$ cat src/rtl/muldiv_pkg.sv
// Shared types and defaults for the multi-cycle arithmetic sequencer.
package muldiv_pkg;

  typedef enum logic [2:0] {
    IDLE,
    LAUNCH,
    WAIT,
    COMMIT,
    EXC
  } muldiv_state_t;

  typedef enum logic {
    OP_MULT,
    OP_DIV
  } muldiv_op_t;

  localparam int MULDIV_TIMEOUT_DEF = 64;

endpackage

$ cat src/rtl/op_watchdog.sv
// Saturating cycle counter with synchronous clear; flags the last allowed
// wait cycle so the sequencer can abandon a unit that never finishes.
module op_watchdog #(
  parameter int TIMEOUT = 64
) (
  input  logic clk,
  input  logic reset,
  input  logic clear,
  input  logic enable,
  output logic expired
);

  localparam int CW = $clog2(TIMEOUT + 1);

  logic [CW-1:0] count_reg;

  // Count enabled cycles; stick at all-ones rather than wrapping.
  always_ff @(posedge clk) begin
    if (reset || clear) begin
      count_reg <= '0;
    end else if (enable && (count_reg != {CW{1'b1}})) begin
      count_reg <= count_reg + 1'b1;
    end
  end

  assign expired = (count_reg == CW'(TIMEOUT - 1));

endmodule

$ cat src/rtl/muldiv_ctrl.sv
// Sequencer for the multiplier/divider and owner of architectural HI/LO.
// Launches the selected unit, waits for its completion level, then commits
// the result, flags a divide-by-zero, or gives up on a watchdog timeout.
module muldiv_ctrl
  import muldiv_pkg::*;
#(
  parameter int TIMEOUT = MULDIV_TIMEOUT_DEF
) (
  input  logic        clk,
  input  logic        reset,
  input  logic        op_valid,
  input  logic        op_is_div,
  input  logic [31:0] op_a,
  input  logic [31:0] op_b,
  output logic        op_ready,
  output logic        busy,
  output logic [31:0] unit_a,
  output logic [31:0] unit_b,
  output logic        div_start,
  output logic        mult_start,
  input  logic        div_done,
  input  logic        div_zero,
  input  logic [31:0] div_hi,
  input  logic [31:0] div_lo,
  input  logic        mult_done,
  input  logic [31:0] mult_hi,
  input  logic [31:0] mult_lo,
  input  logic        wr_hi,
  input  logic        wr_lo,
  input  logic [31:0] wr_data,
  output logic [31:0] hi,
  output logic [31:0] lo,
  output logic        op_done,
  output logic        exc_div0,
  output logic        err_timeout
);

  muldiv_state_t state_reg;
  muldiv_op_t    op_reg;
  logic          wd_expired;
  logic          sel_done;
  logic [31:0]   sel_hi;
  logic [31:0]   sel_lo;

  // Watchdog is cleared while launching and only runs while waiting.
  op_watchdog #(
    .TIMEOUT(TIMEOUT)
  ) u_watchdog (
    .clk    (clk),
    .reset  (reset),
    .clear  (state_reg == LAUNCH),
    .enable (state_reg == WAIT),
    .expired(wd_expired)
  );

  // Only the launched unit's flags and results are looked at.
  always_comb begin
    sel_done = (op_reg == OP_DIV) ? div_done : mult_done;
    sel_hi   = (op_reg == OP_DIV) ? div_hi   : mult_hi;
    sel_lo   = (op_reg == OP_DIV) ? div_lo   : mult_lo;
  end

  // Main sequencer; every output except busy/op_ready is registered here.
  always_ff @(posedge clk) begin
    if (reset) begin
      state_reg   <= IDLE;
      op_reg      <= OP_MULT;
      unit_a      <= '0;
      unit_b      <= '0;
      hi          <= '0;
      lo          <= '0;
      div_start   <= 1'b0;
      mult_start  <= 1'b0;
      op_done     <= 1'b0;
      exc_div0    <= 1'b0;
      err_timeout <= 1'b0;
    end else begin
      div_start  <= 1'b0;
      mult_start <= 1'b0;
      op_done    <= 1'b0;
      exc_div0   <= 1'b0;
      case (state_reg)
        IDLE: begin
          // MTHI/MTLO land now; a same-cycle op result overwrites them later.
          if (wr_hi) hi <= wr_data;
          if (wr_lo) lo <= wr_data;
          if (op_valid) begin
            unit_a     <= op_a;
            unit_b     <= op_b;
            op_reg     <= op_is_div ? OP_DIV : OP_MULT;
            // Start is raised on entry so it is high during LAUNCH.
            div_start  <= op_is_div;
            mult_start <= ~op_is_div;
            state_reg  <= LAUNCH;
          end
        end
        LAUNCH: begin
          // Flags are not sampled here: units clear stale done on start.
          state_reg <= WAIT;
        end
        WAIT: begin
          if ((op_reg == OP_DIV) && div_zero) begin
            exc_div0  <= 1'b1;
            state_reg <= EXC;
          end else if (sel_done) begin
            hi        <= sel_hi;
            lo        <= sel_lo;
            op_done   <= 1'b1;
            state_reg <= COMMIT;
          end else if (wd_expired) begin
            err_timeout <= 1'b1;
            state_reg   <= IDLE;
          end
        end
        COMMIT:  state_reg <= IDLE;
        EXC:     state_reg <= IDLE;
        default: state_reg <= IDLE;
      endcase
    end
  end

  assign op_ready = (state_reg == IDLE);
  assign busy     = ~op_ready;

endmodule

$ cat config.mk
export PLATFORM = sky130hd
export DESIGN_NAME = muldiv_ctrl
export DESIGN_NICKNAME = d
export VERILOG_FILES = /design/src/rtl/muldiv_pkg.sv /design/src/rtl/op_watchdog.sv /design/src/rtl/muldiv_ctrl.sv
export SDC_FILE = /design/constraint.sdc
export NUM_CORES = 1
export LEC_CHECK = 0
export CAP_MARGIN = 25
export CELL_PAD_IN_SITES_DETAIL_PLACEMENT = 1
export CELL_PAD_IN_SITES_GLOBAL_PLACEMENT = 2
export CORE_ASPECT_RATIO = 1.5
export CORE_MARGIN = 4
export CORE_UTILIZATION = 21
export CTS_CLUSTER_DIAMETER = 150
export DETAILED_ROUTE_END_ITERATION = 7
export GPL_TIMING_DRIVEN = 0
export PLACE_DENSITY = 0.76
export SLEW_MARGIN = 30
export SYNTH_ARGS = -nofsm -noshare
export SYNTH_HDL_FRONTEND = slang
export SYNTH_HIERARCHICAL = 1
export SYNTH_SLANG_ARGS = --single-unit
$ cat constraint.sdc
create_clock -name clk -period 2.2 [get_ports clk]
set_input_delay 0.55 -clock clk [delete_from_list [all_inputs] [get_ports clk]]
set_output_delay 0.55 -clock clk [all_outputs]
set_load 0.01 [all_outputs]
==> impl_results.md <==
- Met2 GRT Util: 32.8%
- Total power: 8.89 mW
- Post-CTS Hold Fix Bufs: 0
- Commonest non-fill, non-tap cell in the layout: clkdlybuf4s50_1
- Finished Cell Area: 11200 um^2
- Final Util: 37.8%
- DR WL/cell: 21.1 um
- Clk Latency, worst-skew pair: 0.43 ns
- Post-synth top area cell: dfxtp_1
- Final Hold Viols: 0
- CP Buf/Inv Count: 4
- IO buf count: 367
- Number of global-route vias before repair: 6953
- Met1 global-route usage: 18.3%
- Hold Path Class: reg2reg
- Synth warn: 6
- Skew final: 0.00413 ns
- Remaining Overflow, GRT: 0
- Yosys top cell area share: 45.6%
- Residual antenna-violating net count after detailed routing: 0
- Tcrit/Tclk final: 95.8%
- Hold wc startpoint: err_timeout
- Final setup vio count: 0
- Worst r2r dst: lo[5]
- Rows: 77
- Library cells used by synthesis: 40
- Die X: 150 um
- Logic depth of the worst register-to-register path: 8
- Worst-path clk slew: 0.06 ns
- Syn Inst Count: 614
- Min-Delay Endpoint: err_timeout
- Crit path time final: 2.11 ns
- H-tree depth: 4
- Crit Reg-Reg Startpoint: state_reg[2]
- Top cells by area, synth: dfxtp_1 46%, a22o_1 9.0%, nor2b_1 6.3%
- Seq cells post-synth: 144
- Starting Density: 21.4%
- Most frequent cells in the layout: 364 x clkdlybuf4s50_1, 142 x dfxtp_1, 65 x a22o_1
- Die ar.: 33000 um^2
- Crit path arrival time: 2.43 ns
- Core Box Area: 29600 um^2
- Drt initial violations: 178
- CTS Buf Count: 17
- GR Util met3: 5.57%
- Max-Cap Viols: 0
- Critical path class: reg2reg
- RSZ-0062 raised after global routing: false
- Root buf cell: clkbuf_16
- CTS tree: done
- First-pass GRT wire length: 43.0 mm
- Routed wire length: 29.9 mm
- Initial antenna violation count: 2
- Delay-heaviest family, CP: buffers and inverters
- VDD IR max: 0.000568 V
- CP Launch Type: register
- Post-Syn Area per Cell: 10.3 um^2
- First-pass DRT Iterations: 5
- FILL cells: 3371
- Sequential area share after synthesis: 45.6%
- Hold Crit Depth: 2
- RePlAce Congestion: 0.753
- Max incr delay on CP: 0.38 ns
- Slowest CP cell: or3b_1
- Largest net degree at the start of global routing: 17
- Vias per inst: 4.53
- Crit path cell chain: or3b_1 > buf_4 > inv_4 > a22oi_2 > a31oi_4 > buf_12 > buf_6 > mux2_2
- Max Root-Sink Buffers: 2
- Area Growth Syn to Fin: 76.8%
- Mapped Area: 6330 um^2
- GRT Util Overall: 17.5%
- Via Count: 6404
- Max frequency: 475 MHz
- CP Data Required Time: 2.52 ns
- Clock sinks: 144
- Final Net Count: 1237
- Chip height: 221 um
- CP endpoint kind: register
- Slew headroom: 55.3%
- Status: completed
- Synthesized Nets: 848
- Area of placed instances: 10500 um^2
- Fin. max-slew vios: 0
- Pwr Density: 795 nW/um^2
- Ports: 368
- Most used routing layer: met2
- Drt drc: 0
- Slew @ Worst Pin: 0.670 ns
- Layout cells sized above 1: 12.2%
- Hpwl dp: 23.5 mm
- Flop2flop setup slack: 0.09 ns
- Worst Path Max Fanout: 10
- Leakage: 4.15 nW
tightest hold or removal path, delay by kind of cell (launching register included):
| kind | cells | cell delay (ns) |
|---|---|---|
| flip-flops | 1 | 0.33 |
| AND/OR/NAND/NOR | 1 | 0.07 |
| AO/OA/AOI/OAI | 1 | 0.04 |
stage by stage:
step	hold slack, ns	worst slack (ns)	setup TNS (ns)	instances
CTS	0.484	0.0127	0	1410
global placement	0.455	-1.01	-74.84	1376
global route	0.490	0.0151	0	1413
detailed placement	0.464	-0.976	-74.82	1376
floorplan	0.444	0.280	0	614
finish	0.476	0.0930	0	1413
power by group:
group	leakage (nW)	total (mW)	internal (mW)	switching, mW
sequential	1.18	3.17	2.97	0.195
clock	0.265	2.82	1.52	1.30
combinational	2.70	2.90	1.56	1.34
total	4.15	8.89	6.06	2.83
what timing repair did:
action	CTS	global route
endpoints found under the hold margin	0	0
setup buffers	2	1
endpoints found under the setup margin	120	64
gates resized for setup	27	15
pin swaps	1	0
cell families (layout without fill, tap and decap cells):
| family | count (synthesis) | in the layout | share of synthesized area [%] |
|---|---|---|---|
| buf+inv | 60 | 462 | 4.31 |
| simple gates | 128 | 128 | 12.9 |
| fa+ha+maj | 1 | 1 | 0.198 |
| compound gates | 212 | 212 | 25.4 |
| mux | 69 | 69 | 11.6 |
| other cells | 0 | 2 | 0 |
| flops | 144 | 144 | 45.6 |
how the worst max path moves through the flow:
stage	cells past startpoint	slack, ns	startpoint	endpoint
floorplan	8	0.28	state_reg[1]	u_watchdog/count_reg[5]
finish	8	0.09	state_reg[2]	lo[5]
CTS	8	0.01	state_reg[2]	u_watchdog/count_reg[5]
detailed placement	6	-0.98	reset	hi[15]
global route	8	0.02	state_reg[1]	lo[5]
global placement	6	-1.01	reset	hi[29]
cell usage after synthesis:
library cell and instances:
a211oi_1 33, a21o_2 1, a21oi_1 36, a22o_1 65, a22oi_2 1, a311oi_2 1
a31oi_1 5, a31oi_4 1, a32oi_2 1, a41oi_1 1, and2_1 1, and4_2 2
and4_4 1, buf_1 4, buf_2 15, buf_4 1, buf_6 3, clkbuf_1 33
clkbuf_2 1, clkinv_2 1, dfxtp_1 144, ha_1 1, inv_1 2, mux2_1 1
mux2_2 32, mux2i_1 36, nand2_1 11, nand3_2 1, nand3b_1 32, nand4_1 1
nor2_1 6, nor2b_1 64, nor3_1 4, nor3_2 1, nor3b_1 1, o21ai_0 2
o21bai_1 32, o31ai_1 33, or3_1 2, or3b_1 1
layer usage:
| metal | up-vias | wire length, um | part of all wire, % |
|---|---|---|---|
| li1 | 3071 | - | - |
| met1 | 3060 | 11200 | 37 |
| met2 | 248 | 16000 | 53 |
| met3 | 25 | 2310 | 7.7 |
| met4 | 0 | 399 | 1.3 |
| met5 | - | 0 | 0 |
final cells by class:
| cell class | count | area, um^2 | area share, % |
|---|---|---|---|
| clock buffers | 19 | 453 | 4.05 |
| diodes | 2 | 5.00 | 0.0447 |
| flip-flops and latches | 144 | 2890 | 25.8 |
| clock inverters | 13 | 104 | 0.928 |
| plain buffers | 57 | 300 | 2.68 |
| multi-input cells | 410 | 3210 | 28.7 |
| repair buffers | 370 | 3720 | 33.3 |
| well taps | 395 | 494 | 4.42 |
| inverters | 3 | 13.8 | 0.123 |
Note: power is estimated with default switching activity, not from simulation.
